$ cat config.mk
export PLATFORM = sky130hd
export DESIGN_NAME = mul_unit
export DESIGN_NICKNAME = d
export VERILOG_FILES = /design/src/rtl/mul_unit.sv
export SDC_FILE = /design/constraint.sdc
export NUM_CORES = 1
export LEC_CHECK = 0
export CAP_MARGIN = 5
export CORE_MARGIN = 2
export CORE_UTILIZATION = 50
export DETAILED_ROUTE_END_ITERATION = 7
export PLACE_DENSITY = 0.72
export SETUP_SLACK_MARGIN = 0.3
export SYNTH_ARGS = -nofsm -noshare
export SYNTH_HDL_FRONTEND = slang
export SYNTH_SLANG_ARGS = --single-unit
$ cat constraint.sdc
create_clock -name clk -period 6.7 [get_ports clk]
set_input_delay 1.005 -clock clk [delete_from_list [all_inputs] [get_ports clk]]
set_output_delay 1.005 -clock clk [all_outputs]
set_load 0.02 [all_outputs]
$ cat src/rtl/mul_unit.sv
// Multi-cycle WIDTH-bit MUL/MLA unit, two multiplier bits per cycle with early exit.
// Returns the low WIDTH bits of rm*rs (+rn) and optional N/Z flags.
module mul_unit #(
  parameter int WIDTH = 32
) (
  input  logic             clk,
  input  logic             rst_n,
  input  logic             start,
  input  logic             accumulate,
  input  logic             set_flags,
  input  logic [WIDTH-1:0] rm,
  input  logic [WIDTH-1:0] rs,
  input  logic [WIDTH-1:0] rn,
  output logic             busy,
  output logic             done,
  output logic [WIDTH-1:0] result,
  output logic             flag_we,
  output logic             n_flag,
  output logic             z_flag
);

  localparam int CW = (WIDTH > 2) ? $clog2(WIDTH / 2) : 1;
  localparam logic [CW-1:0] LAST_CNT = CW'(WIDTH / 2 - 1);

  typedef enum logic [1:0] {IDLE, CALC, DONE} state_t;

  state_t           state, state_nxt;
  logic [WIDTH-1:0] mcand;
  logic [WIDTH-1:0] mplier;
  logic [WIDTH-1:0] acc;
  logic [WIDTH-1:0] partial;
  logic [WIDTH-1:0] acc_sum;
  logic [CW-1:0]    count;
  logic             s_latched;
  logic             last;

  // Radix-4 partial product: 0, 1x, 2x or 3x the multiplicand.
  always_comb begin
    partial = '0;
    case (mplier[1:0])
      2'd0:    partial = '0;
      2'd1:    partial = mcand;
      2'd2:    partial = mcand << 1;
      default: partial = mcand + (mcand << 1);
    endcase
    acc_sum = acc + partial;
    last    = (mplier[WIDTH-1:2] == '0) || (count == LAST_CNT);
  end

  always_comb begin
    state_nxt = state;
    busy      = 1'b0;
    done      = 1'b0;
    flag_we   = 1'b0;
    case (state)
      IDLE: begin
        if (start) state_nxt = CALC;
      end
      CALC: begin
        busy = 1'b1;
        if (last) state_nxt = DONE;
      end
      DONE: begin
        busy      = 1'b1;
        done      = 1'b1;
        flag_we   = s_latched;
        state_nxt = IDLE;
      end
      default: state_nxt = IDLE;
    endcase
  end

  always_ff @(posedge clk) begin
    if (!rst_n) state <= IDLE;
    else        state <= state_nxt;
  end

  always_ff @(posedge clk) begin
    if (!rst_n) begin
      mcand     <= '0;
      mplier    <= '0;
      acc       <= '0;
      count     <= '0;
      s_latched <= 1'b0;
      result    <= '0;
      n_flag    <= 1'b0;
      z_flag    <= 1'b0;
    end else begin
      case (state)
        IDLE: begin
          if (start) begin
            mcand     <= rm;
            mplier    <= rs;
            acc       <= accumulate ? rn : '0;
            s_latched <= set_flags;
            count     <= '0;
          end
        end
        CALC: begin
          acc    <= acc_sum;
          mcand  <= mcand << 2;
          mplier <= mplier >> 2;
          count  <= count + CW'(1);
          if (last) begin
            result <= acc_sum;
            if (s_latched) begin
              n_flag <= acc_sum[WIDTH-1];
              z_flag <= (acc_sum == '0);
            end
          end
        end
        default: ;
      endcase
    end
  end

endmodule
Word-level counts from Yosys, hierarchy flattened:

Cells that the tools add are included.

* register bits after elaboration: 137
* bits in latches: 0
* RAM bits: 0
* memory bits (read-only): 0
* output and inout port bits: 37
* memories kept: 0

* add/subtract/negate cells: 3
* multipliers: 0
* divide/modulo/power cells: 0
* order comparisons: 0
* equal/unequal tests: 7
* shift operators: 0
* muxes and demuxes: 16
* bitwise logic cells: 0
* reductions and logical operators: 12

Operators with widths (count)
* 32-bit case mux with 2 select lines: 3
* 32-bit 2-to-1 mux: 4
* 32-bit case mux with 3 select lines: 1
* 32-bit adder: 2
* 32-bit logical NOT: 1
* 30-bit logical NOT: 1
* 4-bit case mux with 2 select lines: 1
* 2-bit AND reduction: 4
* 4-bit by 1-bit adder with 4-bit output (second input constant): 1
* 2-bit by 1-bit equality test with 1-bit output (second input constant): 2
* 2-bit equality test (second input constant): 2
* 4-bit equality test (second input constant): 1
* 2-bit logical NOT: 2
* 2-bit 2-to-1 mux: 2
* 4-bit 2-to-1 mux: 1
* 2-bit inequality test (second input constant): 2
* 2-bit case mux with 2 select lines: 1
* 1-bit 2-to-1 mux: 3
* 3-bit AND reduction: 1
* 2-bit nonzero test: 1
* 2-bit OR reduction: 1
* 1-bit logical OR: 1

Depth between registers and ports, before layout:

* word-level depth: 4
* gate-level depth with buffers: 26

Worst setup path after synthesis:

No wires, ideal clock.

* kind: register to register
* from: reg mcand[1]
* to: reg z_flag
* setup time: 0.084 ns
* arrival: 5.367 ns
* required time: 6.616 ns
* path slack: 1.249 ns
* cell stages (with the launch flop): 27
* cell sequence: dfxtp_1 -> ha_1 -> inv_1 -> fa_1 -> nor2b_1 -> o31a_1 -> o21ai_0 -> nand2b_1 -> a31oi_1 -> o21ai_0 -> a31oi_1 -> xnor2_1 -> nor2_1 -> a21oi_1 -> o21ai_0 -> ha_1 -> a21o_1 -> a21o_1 -> a21o_1 -> or3_1 -> or3_1 -> and2_4 -> a31oi_4 -> xnor2_1 -> or3_1 -> or4_1 -> o31ai_2

* cells in the longest elaborated chain, start to end: 4

Ends and longest elaborated chain
* start: declaration: RTL line 28 `logic [WIDTH-1:0] mcand;`
* start signal: assignment: RTL line 92 `mcand <= rm;`
* start signal: assignment: RTL line 101 `mcand <= mcand << 2;`
* 32-bit adder: RTL line 44 `default: partial = mcand + (mcand << 1);`
* 32-bit case mux with 3 select lines (*): RTL line 40 `case (mplier[1:0])`
* 32-bit adder (*): RTL line 46 `acc_sum = acc + partial;`
* 32-bit logical NOT (*): RTL line 108 `z_flag <= (acc_sum == '0);`
* end signal: assignment: RTL line 108
* end: declaration: RTL line 19 `output logic z_flag`

Every way passes the cells marked *; elsewhere a longest branch is shown, timed or not.
A chain may end at the register's enable or synchronous reset.

Worst setup path after layout:

Same ends and word-level chain as after synthesis.

==> impl_results.md <==
- FMAX: between 150 and 200 MHz
- Setup TNS: 0 ns
- Vias post-DR: 9019
- I/O pins: ~140
- Routed wire length: ~26 mm
- RSZ-0062 raised after global routing: no
- Final period util: 88.12%
- CP Max Fanout: 7
- Clock Sinks: 137
- Hold Path Origin: result[26]$_SDFFE_PN0P_
- Ys flop type: dfxtp_1
- Initial DRC Count: 525
- Worst Reg-to-Reg Cells: 26
- Setup WS post-layout: 0.7958 ns
- Clock skew: 0.01288 ns
- Post-synth EDFFs: 0
- Placement Rows: between 40 and 50
- Worst Path Arrival: between 6 and 7 ns
- Actual slew at the worst max-slew pin: 1.106 ns
- Die Span Y: between 100 and 150 um
- Pint: 1.758 mW
- Largest net degree at the start of global routing: between 100 and 150
- Gr usage total: 25.72%
- Die area: roughly 20000 um^2
- CTS clk-pin slew, worst paths: 0.07 ns
- Max Slew Vio Count: 0
- Top cell type's share of synthesized area: 29.37%
- Share of cells above drive strength 1: between 4 and 5%
- Crit. End Element: register
- Yosys warning total: 0
- Syn_nets: between 1000 and 1500
- Post-Syn Instances: roughly 1200
- Nets: between 1000 and 1500
- Worst IR Drop VDD: between 0.15 and 0.2 mV
- First-pass GRT wire length: 41.66 mm
- Placed inst area: roughly 11000 um^2
- CTS tree: built
- Antenna viol nets, final: 0
- Post-CTS setup buffers: 0
- Root Driver: clkbuf_16
- Biggest area consumer among synthesized cells: dfxtp_1
- Hold path depth: 2
- Rel. slew slack: a little over a quarter
- Longest Clk Path Bufs: 2
- Overflow after GRT: 0
- Distinct cell type count after synthesis: 64
- Cell Area, Synth: 9338 um^2
- Max Cap Viol: 0
- Worst R2R Start: mcand[1]$_SDFFE_PN0P_
- Pre-CTS WS: 0.7322 ns
- Global placer's final weighted congestion: approximately 0.95
- Clock group share of total power: a little over a third
- Die width: 140.7 um
- Setup violators final: 0
- Top cells by area, synth: dfxtp_1 (29%), ha_1 (9.2%), mux2i_1 (7.9%), a211oi_1 (6.1%), nor2_1 (6.1%)
- Hold Fails Final Rpt: 0
- Most frequent cell after synthesis: nor2_1
- Final min period: 5.904 ns
- Clk Latency, worst-skew pair: roughly 0.43 ns
- Worst Hold Class: register to register
- Worst Setup Start Kind: register
- Seq pwr share: 35.7%
- Placed wire-length estimate: roughly 19 mm
- Pwr/cell area: around 240 nW/um^2
- Comb pwr share: 29.2%
- H-tree depth: 4
- Initial core utilization: 51.45%
- Ant. Diodes: 0
- Leading post-synthesis cells by instance count: nor2_1 (151), dfxtp_1 (137), nand2_1 (118)
- Reg2reg end: z_flag$_SDFFE_PN0P_
- Core area: between 15000 and 20000 um^2
- Kind of critical path: register to register
- Design area: 11400 um^2
- Area Growth Syn to Fin: 22.07%
- Switching Fraction: between 30% and 40%
- Routed vias/inst: 5.953
- Port-buffer cells: about 140
- Async SR Flop Fraction: 0%
- Status: finished, final reports clean
- Number of synthesized register bits: ~140
- Drt first pass iters: 5
- Syn Area/Cell: around 8 um^2
- Post-synthesis sequential area ratio: 29.37%
- P_leak: ~4.6 nW
- FF-to-FF setup slack: slightly below 0.8 ns
- Antenna violations before repair: 0
- Average wire per standard cell: roughly 17 um
- Hold buffers post-CTS: 0
- TritonCTS Buffers: 17
- Vias in the first global route: 8328
- Final-layout fill cell count: between 1500 and 2000
- Hold Path End: result[26]$_SDFFE_PN0P_
- Switch Pwr: a little over 0.9 mW
- DRC Markers: 0
- Worst Path Required: between 7 and 8 ns
[layout by cell type (no fill, tap or decap), drive strengths merged, types with 3 or more instances in the layout]
master and count:
a211oi 76, a21o 31, a21oi 92, a221oi 31, a22o 3, a22oi 6
a31oi 12, and2 6, and3 12, and4 3, buf 9, clkbuf 19
clkdlybuf4s50 137, clkinv 5, dfxtp 137, ha 69, inv 29, mux2i 74
nand2 118, nand2b 4, nand3 16, nand4 7, nor2 151, nor2b 5
nor3 47, nor4 11, o211ai 3, o21a 8, o21ai 57, o21bai 7
o221ai 4, or2 7, or3 5, or4 3, xnor2 31, xor2 21
[per-stage QoR]
stage / total power, mW / cells / hold slack, ns / utilization (%)
2_1_floorplan: 1.530 / 1180 / 0.4362 / -
3_3_place_gp: 1.747 / 1483 / 0.4420 / 59.60
3_5_place_dp: 1.758 / 1483 / 0.4456 / 59.60
4_1_cts: 2.698 / 1515 / 0.4546 / 62.81
5_1_grt: 2.829 / 1515 / 0.4690 / 62.81
6_report: 2.691 / 1515 / 0.4518 / 62.81
[flip-flops by register name, indices dropped and copies added, names as in the netlist]
register,cells
mcand,32
n_flag,1
z_flag,1
mplier,32
acc,32
state,2
result,32
count,4
s_latched,1
[cells by family (layout without fill, tap and decap cells)]
group,after synthesis,after routing,synth area share (%)
and+or+nand+nor,401,401,19.15
AOI/OAI and AO/OA,351,351,25.11
DFF,137,137,29.37
buffers and inverters,94,200,3.886
muxes,74,74,7.932
adders and majority gates,71,71,9.674
xor gates and xnor gates,52,52,4.877
[layer usage]
metal  GRT usage (%)  up-vias  wire [um]
li1                -     4545          -
met1           32.00     4191      11460
met2           44.98      243      12600
met3           5.367       40       1294
met4           7.474        0        540
met5               0        -          0
[layout make-up]
cell class	instances	area, um^2	area share, %
Clock buffer	19	452.9	3.974
Clock inverter	13	130.1	1.142
Inverter	22	85.08	0.7464
Multi-Input combinational cell	949	6262	54.94
Sequential cell	137	2743	24.06
Tap cell	229	286.5	2.514
Timing Repair Buffer	146	1439	12.62
[power groups by stage]
stage	clock network [mW]	registers (mW)	logic, mW
after CTS	0.954	0.961	0.783
after detailed placement	0	0.978	0.780
after global placement	0	0.977	0.770
after global routing	0.984	0.972	0.873
final	0.943	0.961	0.787
after floorplan	0	0.950	0.580
[critical path, stage by stage, from the launching register on]
cell      delay [ns]
dfxtp_1         0.45
ha_1            0.23
inv_1           0.06
fa_1            0.40
nor2b_1         0.16
o31a_1          0.18
o21ai_0         0.09
nand2b_1        0.14
a31oi_1         0.14
o21ai_1         0.22
a31oi_1         0.15
xnor2_1         0.16
nor2_1          0.05
a21oi_1         0.12
o21ai_0         0.10
ha_1            0.38
a21o_1          0.18
a21o_1          0.17
a21o_1          0.22
or3_1           0.35
or3_1           0.40
and2_4          0.17
a31oi_4         0.14
xnor2_1         0.12
or3_1           0.37
or4_1           0.49
o31ai_2         0.17
[how the worst max path moves through the flow]
| stage | startpoint | to | slack, ns |
|---|---|---|---|
| 6_report | mcand[1]$_SDFFE_PN0P_ | z_flag$_SDFFE_PN0P_ | 0.80 |
| 5_1_grt | mcand[1]$_SDFFE_PN0P_ | z_flag$_SDFFE_PN0P_ | 0.32 |
| 4_1_cts | mcand[1]$_SDFFE_PN0P_ | z_flag$_SDFFE_PN0P_ | 0.69 |
| 3_5_place_dp | mcand[1]$_SDFFE_PN0P_ | z_flag$_SDFFE_PN0P_ | 0.73 |
| 3_3_place_gp | mcand[1]$_SDFFE_PN0P_ | z_flag$_SDFFE_PN0P_ | 0.86 |
| 2_1_floorplan | mcand[1]$_SDFFE_PN0P_ | z_flag$_SDFFE_PN0P_ | 1.25 |
[repair_timing]
action | CTS | global route
setup endpoints to repair | 0 | 1
hold endpoints to repair | 0 | 0
resized for setup | 0 | 1
No activity file was read; power rests on OpenSTA's default activity.
